<file path="src/rtl/seg_pkg.sv">
// seg_pkg: shared segment encodings and BCD decode for the front-panel display
package seg_pkg;
  localparam logic [6:0] SEG_BLANK = 7'b1111111;
  localparam logic [6:0] SEG_DASH = 7'b1111110;
  localparam logic [15:0][6:0] SEG_MAP = {
    {6{SEG_DASH}},
    7'b0000100, 7'b0000000, 7'b0001111, 7'b0100000, 7'b0100100,
    7'b1001100, 7'b0000110, 7'b0010010, 7'b1001111, 7'b0000001
  };
  function automatic logic [6:0] bcd_to_seg(input logic [3:0] bcd);
    return SEG_MAP[bcd];
  endfunction
endpackage

</file>
<file path="src/rtl/bcd7seg.sv">
// bcd7seg: combinational BCD to active-low seven-segment decoder, dash for non-BCD
module bcd7seg
  import seg_pkg::*;
(
  input  logic [3:0] bcd,
  output logic [6:0] seg
);
  assign seg = bcd_to_seg(bcd);
endmodule

</file>
<file path="src/rtl/seg_scan_driver.sv">
// seg_scan_driver: multiplexed N-digit seven-segment scanner with double buffering, leading-zero blanking and blink
module seg_scan_driver
  import seg_pkg::*;
#(
  parameter int NUM_DIGITS = 3,
  parameter int SCAN_DIV = 1000,
  parameter int BLINK_FRAMES = 64
) (
  input  logic                    clk,
  input  logic                    reset,
  input  logic [4*NUM_DIGITS-1:0] digits,
  input  logic                    load,
  input  logic                    blank_lz,
  input  logic                    blink_en,
  output logic [6:0]              seg,
  output logic [NUM_DIGITS-1:0]   an,
  output logic                    frame_done
);
  localparam int PW = $clog2(SCAN_DIV);
  localparam int IW = $clog2(NUM_DIGITS);
  localparam int FW = $clog2(BLINK_FRAMES + 1);
  logic [PW-1:0] pre_q, pre_d;
  logic [IW-1:0] idx_q, idx_d;
  logic [4*NUM_DIGITS-1:0] shadow_q, shadow_d, disp_q, disp_d;
  logic [FW-1:0] frm_q, frm_d;
  logic phase_q, phase_d, wrap_q, wrap_d, fd_q, fd_d;
  logic [6:0] seg_q, seg_d, dec;
  logic [NUM_DIGITS-1:0] an_q, an_d;
  logic tick, frm_last, lz;
  logic [3:0] cur;
  bcd7seg u_dec (.bcd(cur), .seg(dec));
  always_comb begin
    tick = pre_q == PW'(SCAN_DIV - 1);
    wrap_d = tick && idx_q == IW'(NUM_DIGITS - 1);
    pre_d = tick ? '0 : pre_q + PW'(1);
    idx_d = wrap_d ? '0 : idx_q + IW'(tick);
    shadow_d = load ? digits : shadow_q;
    disp_d = wrap_d ? shadow_d : disp_q;
    frm_last = frm_q == FW'(BLINK_FRAMES - 1);
    frm_d = !blink_en ? '0 : wrap_d ? (frm_last ? '0 : frm_q + FW'(1)) : frm_q;
    phase_d = blink_en && (phase_q ^ (wrap_d && frm_last));
    cur = disp_q[4*idx_q +: 4];
    lz = blank_lz && idx_q != '0 && (disp_q >> {idx_q, 2'b00}) == '0;
    an_d = ~(NUM_DIGITS'(1) << idx_q);
    seg_d = (lz || (blink_en && phase_q)) ? SEG_BLANK : dec;
    fd_d = wrap_q;
  end
  always_ff @(posedge clk) begin
    if (reset) begin
      pre_q <= '0;
      idx_q <= '0;
      shadow_q <= '0;
      disp_q <= '0;
      frm_q <= '0;
      phase_q <= 1'b0;
      wrap_q <= 1'b0;
      seg_q <= SEG_BLANK;
      an_q <= '1;
      fd_q <= 1'b0;
    end else begin
      pre_q <= pre_d;
      idx_q <= idx_d;
      shadow_q <= shadow_d;
      disp_q <= disp_d;
      frm_q <= frm_d;
      phase_q <= phase_d;
      wrap_q <= wrap_d;
      seg_q <= seg_d;
      an_q <= an_d;
      fd_q <= fd_d;
    end
  end
  assign seg = seg_q;
  assign an = an_q;
  assign frame_done = fd_q;
endmodule

</file>
<file path="config.mk">
export PLATFORM = sky130hd
export DESIGN_NAME = seg_scan_driver
export DESIGN_NICKNAME = d
export VERILOG_FILES = /design/src/rtl/seg_pkg.sv /design/src/rtl/bcd7seg.sv /design/src/rtl/seg_scan_driver.sv
export SDC_FILE = /design/constraint.sdc
export NUM_CORES = 1
export LEC_CHECK = 0
export CORE_ASPECT_RATIO = 1.5
export CORE_UTILIZATION = 45
export CTS_CLUSTER_SIZE = 40
export DETAILED_ROUTE_END_ITERATION = 12
export DONT_BUFFER_PORTS = 1
export PLACE_DENSITY_LB_ADDON = 0.25
export SLEW_MARGIN = 15
export SYNTH_ARGS = -nofsm -noshare
export SYNTH_HDL_FRONTEND = slang
export SYNTH_HIERARCHICAL = 1
export SYNTH_SLANG_ARGS = --single-unit
</file>
<file path="constraint.sdc">
create_clock -name clk -period 2.9 [get_ports clk]
set_clock_uncertainty 0.05 [all_clocks]
set_input_delay 0.725 -clock clk [delete_from_list [all_inputs] [get_ports clk]]
set_output_delay 0.725 -clock clk [all_outputs]
set_load 0.1 [all_outputs]
</file>
==> results of run 1 <==
cell usage in the layout, fill, tap and decap left out, drive strengths merged, types with 2 or more instances in the layout:
cell      n
ha        8
nor4      2
nor3      5
buf       7
nand4     2
a21o      2
nand2b   16
mux2i    17
nand3     6
dfxtp    56
a21oi     7
and2b     2
a22oi     2
nand2    21
o2bb2ai   3
nor2b     4
o21ai    24
clkbuf    5
or2       2
or4       2
inv       5
xor2      3
o31ai     2
or3       4
xnor2     7
nor2     35
nor3b     3
final cells by class:
class	instances	area, sq um
clock buffers	5	68.8
clock inverters	3	42.5
fillers	490	2550
inverters	5	18.8
multi-input cells	191	1220
flip-flops and latches	56	1120
well taps	68	85.1
repair buffers	7	52.6
power by group through the flow:
stage	logic (mW)	clock network, mW	registers, mW
3_3_place_gp	0.0527	0	0.839
3_5_place_dp	0.0532	0	0.839
4_1_cts	0.0535	0.525	0.821
5_1_grt	0.0590	0.553	0.825
6_report	0.0527	0.503	0.821
2_1_floorplan	0.0425	0	0.849
cell families (layout without fill, tap and decap cells):
family	count (synthesis)	after routing	share of synthesized area, %
buffers and inverters	19	20	3.96
XOR/XNOR	10	10	3.60
adder cells (fa/ha/maj)	8	8	4.12
flip-flops	56	56	46.1
multiplexers	17	17	7.00
AO/OA/AOI/OAI	47	47	11.9
AND/OR/NAND/NOR	109	109	23.3
layer usage:
metal	wire length (microns)	global-route usage [%]	vias to the layer above
met3	159	4.51	6
met5	0	0	-
met4	87	7.78	0
met1	1800	19.1	790
li1	-	-	907
met2	2040	27.7	25
final timing paths:
kind | start | end | slack, ps | depth (start not counted)
setup reg to reg | idx_q[0] | seg[3] | 480 | 6
hold reg to reg | pre_q[0] | pre_q[0] | 400 | 1
hold / removal | pre_q[0] | pre_q[0] | 400 | 1
setup / recovery | idx_q[0] | seg[3] | 480 | 6
worst register-to-register path: stages (launching register included):
cell     delay (ps)
dfxtp_1         590
mux2i_1         150
o21ai_0         870
mux2i_1         340
a22oi_1         130
nor2_1          100
o21ai_0          70
synth_stat cells, types with 4 or more instances:
library cell / n / area, sq um
nor2_1: 35 / 131
or3_1: 4 / 25.0
xnor2_1: 7 / 61.3
ha_1: 8 / 100
o21ai_0: 24 / 120
nand2_1: 21 / 78.8
a21oi_1: 7 / 35.0
clkbuf_1: 8 / 30.0
inv_1: 5 / 18.8
mux2i_1: 17 / 170
nor3_1: 5 / 25.0
dfxtp_1: 56 / 1120
nand3_1: 6 / 30.0
nand2b_1: 15 / 93.8
per-stage QoR:
| stage | hold WS, ps | util [%] | setup slack [ps] |
|---|---|---|---|
| 2_1_floorplan | 364 | - | 870 |
| 3_3_place_gp | 385 | 48.4 | 609 |
| 3_5_place_dp | 391 | 48.4 | 487 |
| 4_1_cts | 406 | 50.5 | 468 |
| 5_1_grt | 411 | 50.5 | 229 |
| 6_report | 403 | 50.5 | 477 |
sequential cells by signal, summed over array words and instances, names as in the netlist:
name,count
frame_done,1
shadow_q,12
pre_q,10
disp_q,12
frm_q,7
phase_q,1
fd_d,1
an,3
seg,7
idx_q,2
==> impl_results.md, run 1 <==
- Worst EP arrival: 2560 ps
- Post-synth ARST share: 0%
- Sw Share: a little under a quarter
- Initial antenna violation count: 0
- Clk pin slew, worst setup/hold paths: approximately 90 ps
- Maximum vdd drop: about 0.00028 V
- Slew margin rel.: 26.2%
- Pins over their slew limit: 0
- Switching pwr: ~310 uW
- CTS tree: yes
- Initial Util: 47.1%
- Cell Area, Placed: 0.00250 sq mm
- Sequential Power Share: approximately 60%
- Primary FF master, synth: dfxtp_1
- Power, Total: between 1 and 1.5 mW
- Worst path bufs/invs: 0
- N_diodes: 0
- Die width: 62.0 microns
- Drt total wl: approximately 4000 microns
- Crit path max-delay cell type: o21ai_0
- Via/cell ratio: slightly above 5
- Worst-case clock buffer depth: 2
- Endpoint class of the critical path: flip-flop
- Pin count of the biggest net entering global routing: 37
- Internal power: around 1.1 mW
- Vias in the first global route: 1,615
- Post-Layout Cell Count: 335
- Number of synthesized flops with an enable pin: 0
- Fin Setup TNS: 0 ps
- CTS Hold Bufs: 0
- Final Cell Area: around 0.0026 sq mm
- Final period util: a little over four fifths
- Run status: finished clean
- 1st-pass router iterations: 4
- Clk_lat worst skew: slightly above 300 ps
- IO Pins: 28
- Nets: about 290
- Resize count post-CTS: 0
- WS Path Type: flip-flop to flip-flop
- Routed len/inst: ~12 microns
- Combinational share of power: around 3.8%
- Clock Power Share: 36.5%
- Synth Net Count: a little under 300
- First-pass GRT wire length: 7120 microns
- Syn. warnings: 6
- Final HPWL DP: 2850 microns
- Initial DRC count: 64
- Std-Cell Rows: 32
- # DRC: 0
- RSZ-0062 raised after global routing: no
- Max_cap viols: 0
- Seq/Total Area, Yosys: between 40% and 50%
- Die H: 92.0 microns
- Routability cong.: between 0.7 and 0.8
- Total GRT Usage: between 15 and 20%
- Pleak: 0.973 nW
- PD cells: 527 mW/mm^2
- CTS Buf Count: 5
- Hold WC Path Type: flip-flop to flip-flop
- Final hold vios: 0
- Endpoints failing setup: 0
- Num Clock Sinks: between 50 and 60
- PortBufs: 0
- CP cell instances: mux2i_1, o21ai_0, mux2i_1, a22oi_1, nor2_1, o21ai_0
- Area grow syn2layout: 7.30%
- Synthesized instance count: roughly 270
- Delay-heaviest family, CP: compound AO/OA/AOI/OAI gates
- Synth cell types: 49
- Synth Cell Area: around 0.0024 sq mm
- #FFs+latches synth: 56
- Total grt overflow: 0
- Die ar.: between 0.005 and 0.006 sq mm
- Worst slew pin tran: 1100 ps
- Post-DRT Antenna Nets: 0
- Clock root buffer: clkbuf_8
- Placed cell count: around 330
- CP Max Fanout: 13
- Setup Buffers After CTS: 0
- Core area: around 0.0052 sq mm
- Post-layout min period: between 2000 and 2500 ps
- Crit-path max cell delay: slightly below 900 ps
- Share of cells above drive strength 1: 9.36%
- H-tree levels: 2
- Critical path required time: approximately 3000 ps
- Max Clk Rate: about 410 MHz
- Mean Syn Cell Area: 9.14 sq um
- Worst Setup Start Kind: flip-flop
- Routed via count: between 1,500 and 2,000
No activity file was read; power rests on OpenSTA's default activity.
==> run 2, diff against run 1 <==
==> constraint.sdc (replaced) <==
create_clock -name clk -period 2.2 [get_ports clk]
set_clock_uncertainty 0.05 [all_clocks]
set_input_delay 0.55 -clock clk [delete_from_list [all_inputs] [get_ports clk]]
set_output_delay 0.55 -clock clk [all_outputs]
set_load 0.1 [all_outputs]
==> impl_results.md, run 2 (synthesis gave the netlist of run 1 again) <==
- Commonest non-fill, non-tap cell in the layout: dfxtp_1
- Routability cong.: 0.833 (+7.4%)
- N_diodes: 0 (unchanged)
- Share of cells above drive strength 1: 13.3% (+3.9 points)
- Pleak: 1.02 nW (+5.2%)
- H-tree levels: 2 (unchanged)
- Core area: 0.00516 sq mm (unchanged)
- Clk_lat worst skew: 300 ps (about the same)
- Initial antenna violation count: 0 (unchanged)
- CTS tree: yes
- Pins over their slew limit: 0 (unchanged)
- Via/cell ratio: 5.07 (-1.8%)
- CTS Buf Count: 5 (unchanged)
- Num Clock Sinks: 56 (unchanged)
- Reg2reg path depth: 6 (unchanged)
- Die H: 92.0 microns (unchanged)
- Routed via count: 1,753 (+1.4%)
- RSZ-0062 raised after global routing: no
- Post-layout min period: 2020 ps (-404 ps)
- PD cells: 647 mW/mm^2 (+23%)
- WS Path Type: flip-flop to flip-flop
- Endpoint class of the critical path: flip-flop
- 1st-pass router iterations: 2 (-2)
- Pin count of the biggest net entering global routing: 37 (unchanged)
- Slew margin rel.: 71.4% (+45 points)
- Setup Buffers After CTS: 0 (unchanged)
- Number of fill cells: 502 (+2.4%)
- Total grt overflow: 0 (unchanged)
- Drt total wl: 4220 microns (+3.3%)
- Std-Cell Rows: 32 (unchanged)
- Endpoints failing setup: 0 (unchanged)
- First-pass GRT wire length: 7540 microns (+5.9%)
- Register Area: 0.00112 sq mm (unchanged)
- Max Clk Rate: 495 MHz (+20%)
- # DRC: 0 (unchanged)
- Initial DRC count: 53 (-17%)
- Fin Hold WS: 263 ps (-141 ps)
- Clk pin slew, worst setup/hold paths: 100 ps (about the same)
- Multi-input logic area: 0.00123 sq mm (+0.51%)
- Worst slew pin tran: 427 ps (-669 ps)
- Worst Setup Start Kind: flip-flop
- PortBufs: 0 (unchanged)
- Initial Util: 47.1% (unchanged)
- Clock root buffer: clkbuf_8
- Worst-case clock buffer depth: 2 (unchanged)
- Post-DRT Antenna Nets: 0 (unchanged)
- Hold depth: 1 (unchanged)
- Die ar.: 0.00571 sq mm (unchanged)
- Hold WC Path Type: primary input to flip-flop
- Maximum vdd drop: 0.000453 V (+63%)
- Area grow syn2layout: 10.9%
- Max_cap viols: 0 (unchanged)
- Nets: 302 (+3.8%)
- Vias in the first global route: 1,753 (+8.5%)
- Largest regs: disp_q (12), shadow_q (12), pre_q (10)
- Commonest cells after routing, fill and taps aside: 56 x dfxtp_1, 35 x nor2_1, 24 x o21ai_0
- IO Pins: 28 (unchanged)
- Routed len/inst: 12.2 microns (about the same)
- Final hold vios: 0 (unchanged)
- Die width: 62.0 microns (unchanged)
- Critical path required time: 2350 ps (-690 ps)
- Total GRT Usage: 17.3% (+0.60 points)
- Fin Setup TNS: 0 ps (unchanged)
- Final period util: 91.8% (+8.2 points)
- Run status: finished clean
- CP Max Fanout: 13 (unchanged)
- Final HPWL DP: 3020 microns (+5.7%)
- Worst EP arrival: 2160 ps (-400 ps)
==> run 2: changes by cell type in the layout (fill, tap and decap cells not counted) <==
| cell | delta |
|---|---|
| buf_4 | +10 |
| clkinvlp_4 | +1 |
| clkbuf_8 | +1 |
| clkinv_2 | -1 |
| o2bb2ai_2 | +1 |
| o2bb2ai_1 | -1 |
| buf_12 | +1 |
| bufinv_16 | -1 |
==> run 2: repair_timing <==
| item | CTS | global route |
|---|---|---|
| setup endpoints to repair | 0 | 2 |
| resized for setup | 0 | 1 |
| hold buffers | 0 | 0 |
==> run 2: metal layers <==
metal | vias up | GRT usage [%] | part of all wire [%]
li1 | 920 | - | -
met1 | 809 | 19.6 | 42
met2 | 19 | 30.6 | 54
met3 | 5 | 3.81 | 3.1
met4 | 0 | 5.56 | 1.2
met5 | - | 0 | 0
==> run 2: worst paths after layout <==
kind / endpoint / from / slack (ps)
setup / recovery: frm_q[3] / pre_q[0] / 180
hold / removal: pre_q[4] / reset / 260
setup reg to reg: frm_q[3] / pre_q[0] / 180
hold reg to reg: frame_done / fd_d / 410
==> run 2: final cells by class <==
cell class	count	area share (%)
Clock buffer	6	3.06
Clock inverter	2	0.557
Inverter	5	0.696
Multi-Input combinational cell	191	45.5
Sequential cell	56	41.6
Tap cell	68	3.15
Timing Repair Buffer	18	5.47
==> run 2: critical path, cell delays in order (launching register included) <==
cell and delay (ps):
dfxtp_1 370, ha_1 230, nand4b_1 180, or4_4 540
o31ai_2 320, buf_4 180, a21oi_1 40
==> run 2: report_power, final <==
group / switching (mW) / internal, mW / leakage, nW
logic: 0.0782 / 0.0368 / 0.523
clock network: 0.329 / 0.256 / 0.0434
registers: 0.00879 / 1.04 / 0.457
total: 0.416 / 1.33 / 1.02
==> run 2: stage by stage <==
step	worst slack, ps	utilization [%]	total power, mW	cells	instance area (sq um)
6_report	181	52.2	1.75	346	2700
5_1_grt	52.7	52.2	1.82	346	2700
4_1_cts	154	52.1	1.77	346	2690
3_5_place_dp	174	50.2	1.19	338	2590
3_3_place_gp	219	50.2	1.18	338	2590
2_1_floorplan	170	-	1.17	266	2430
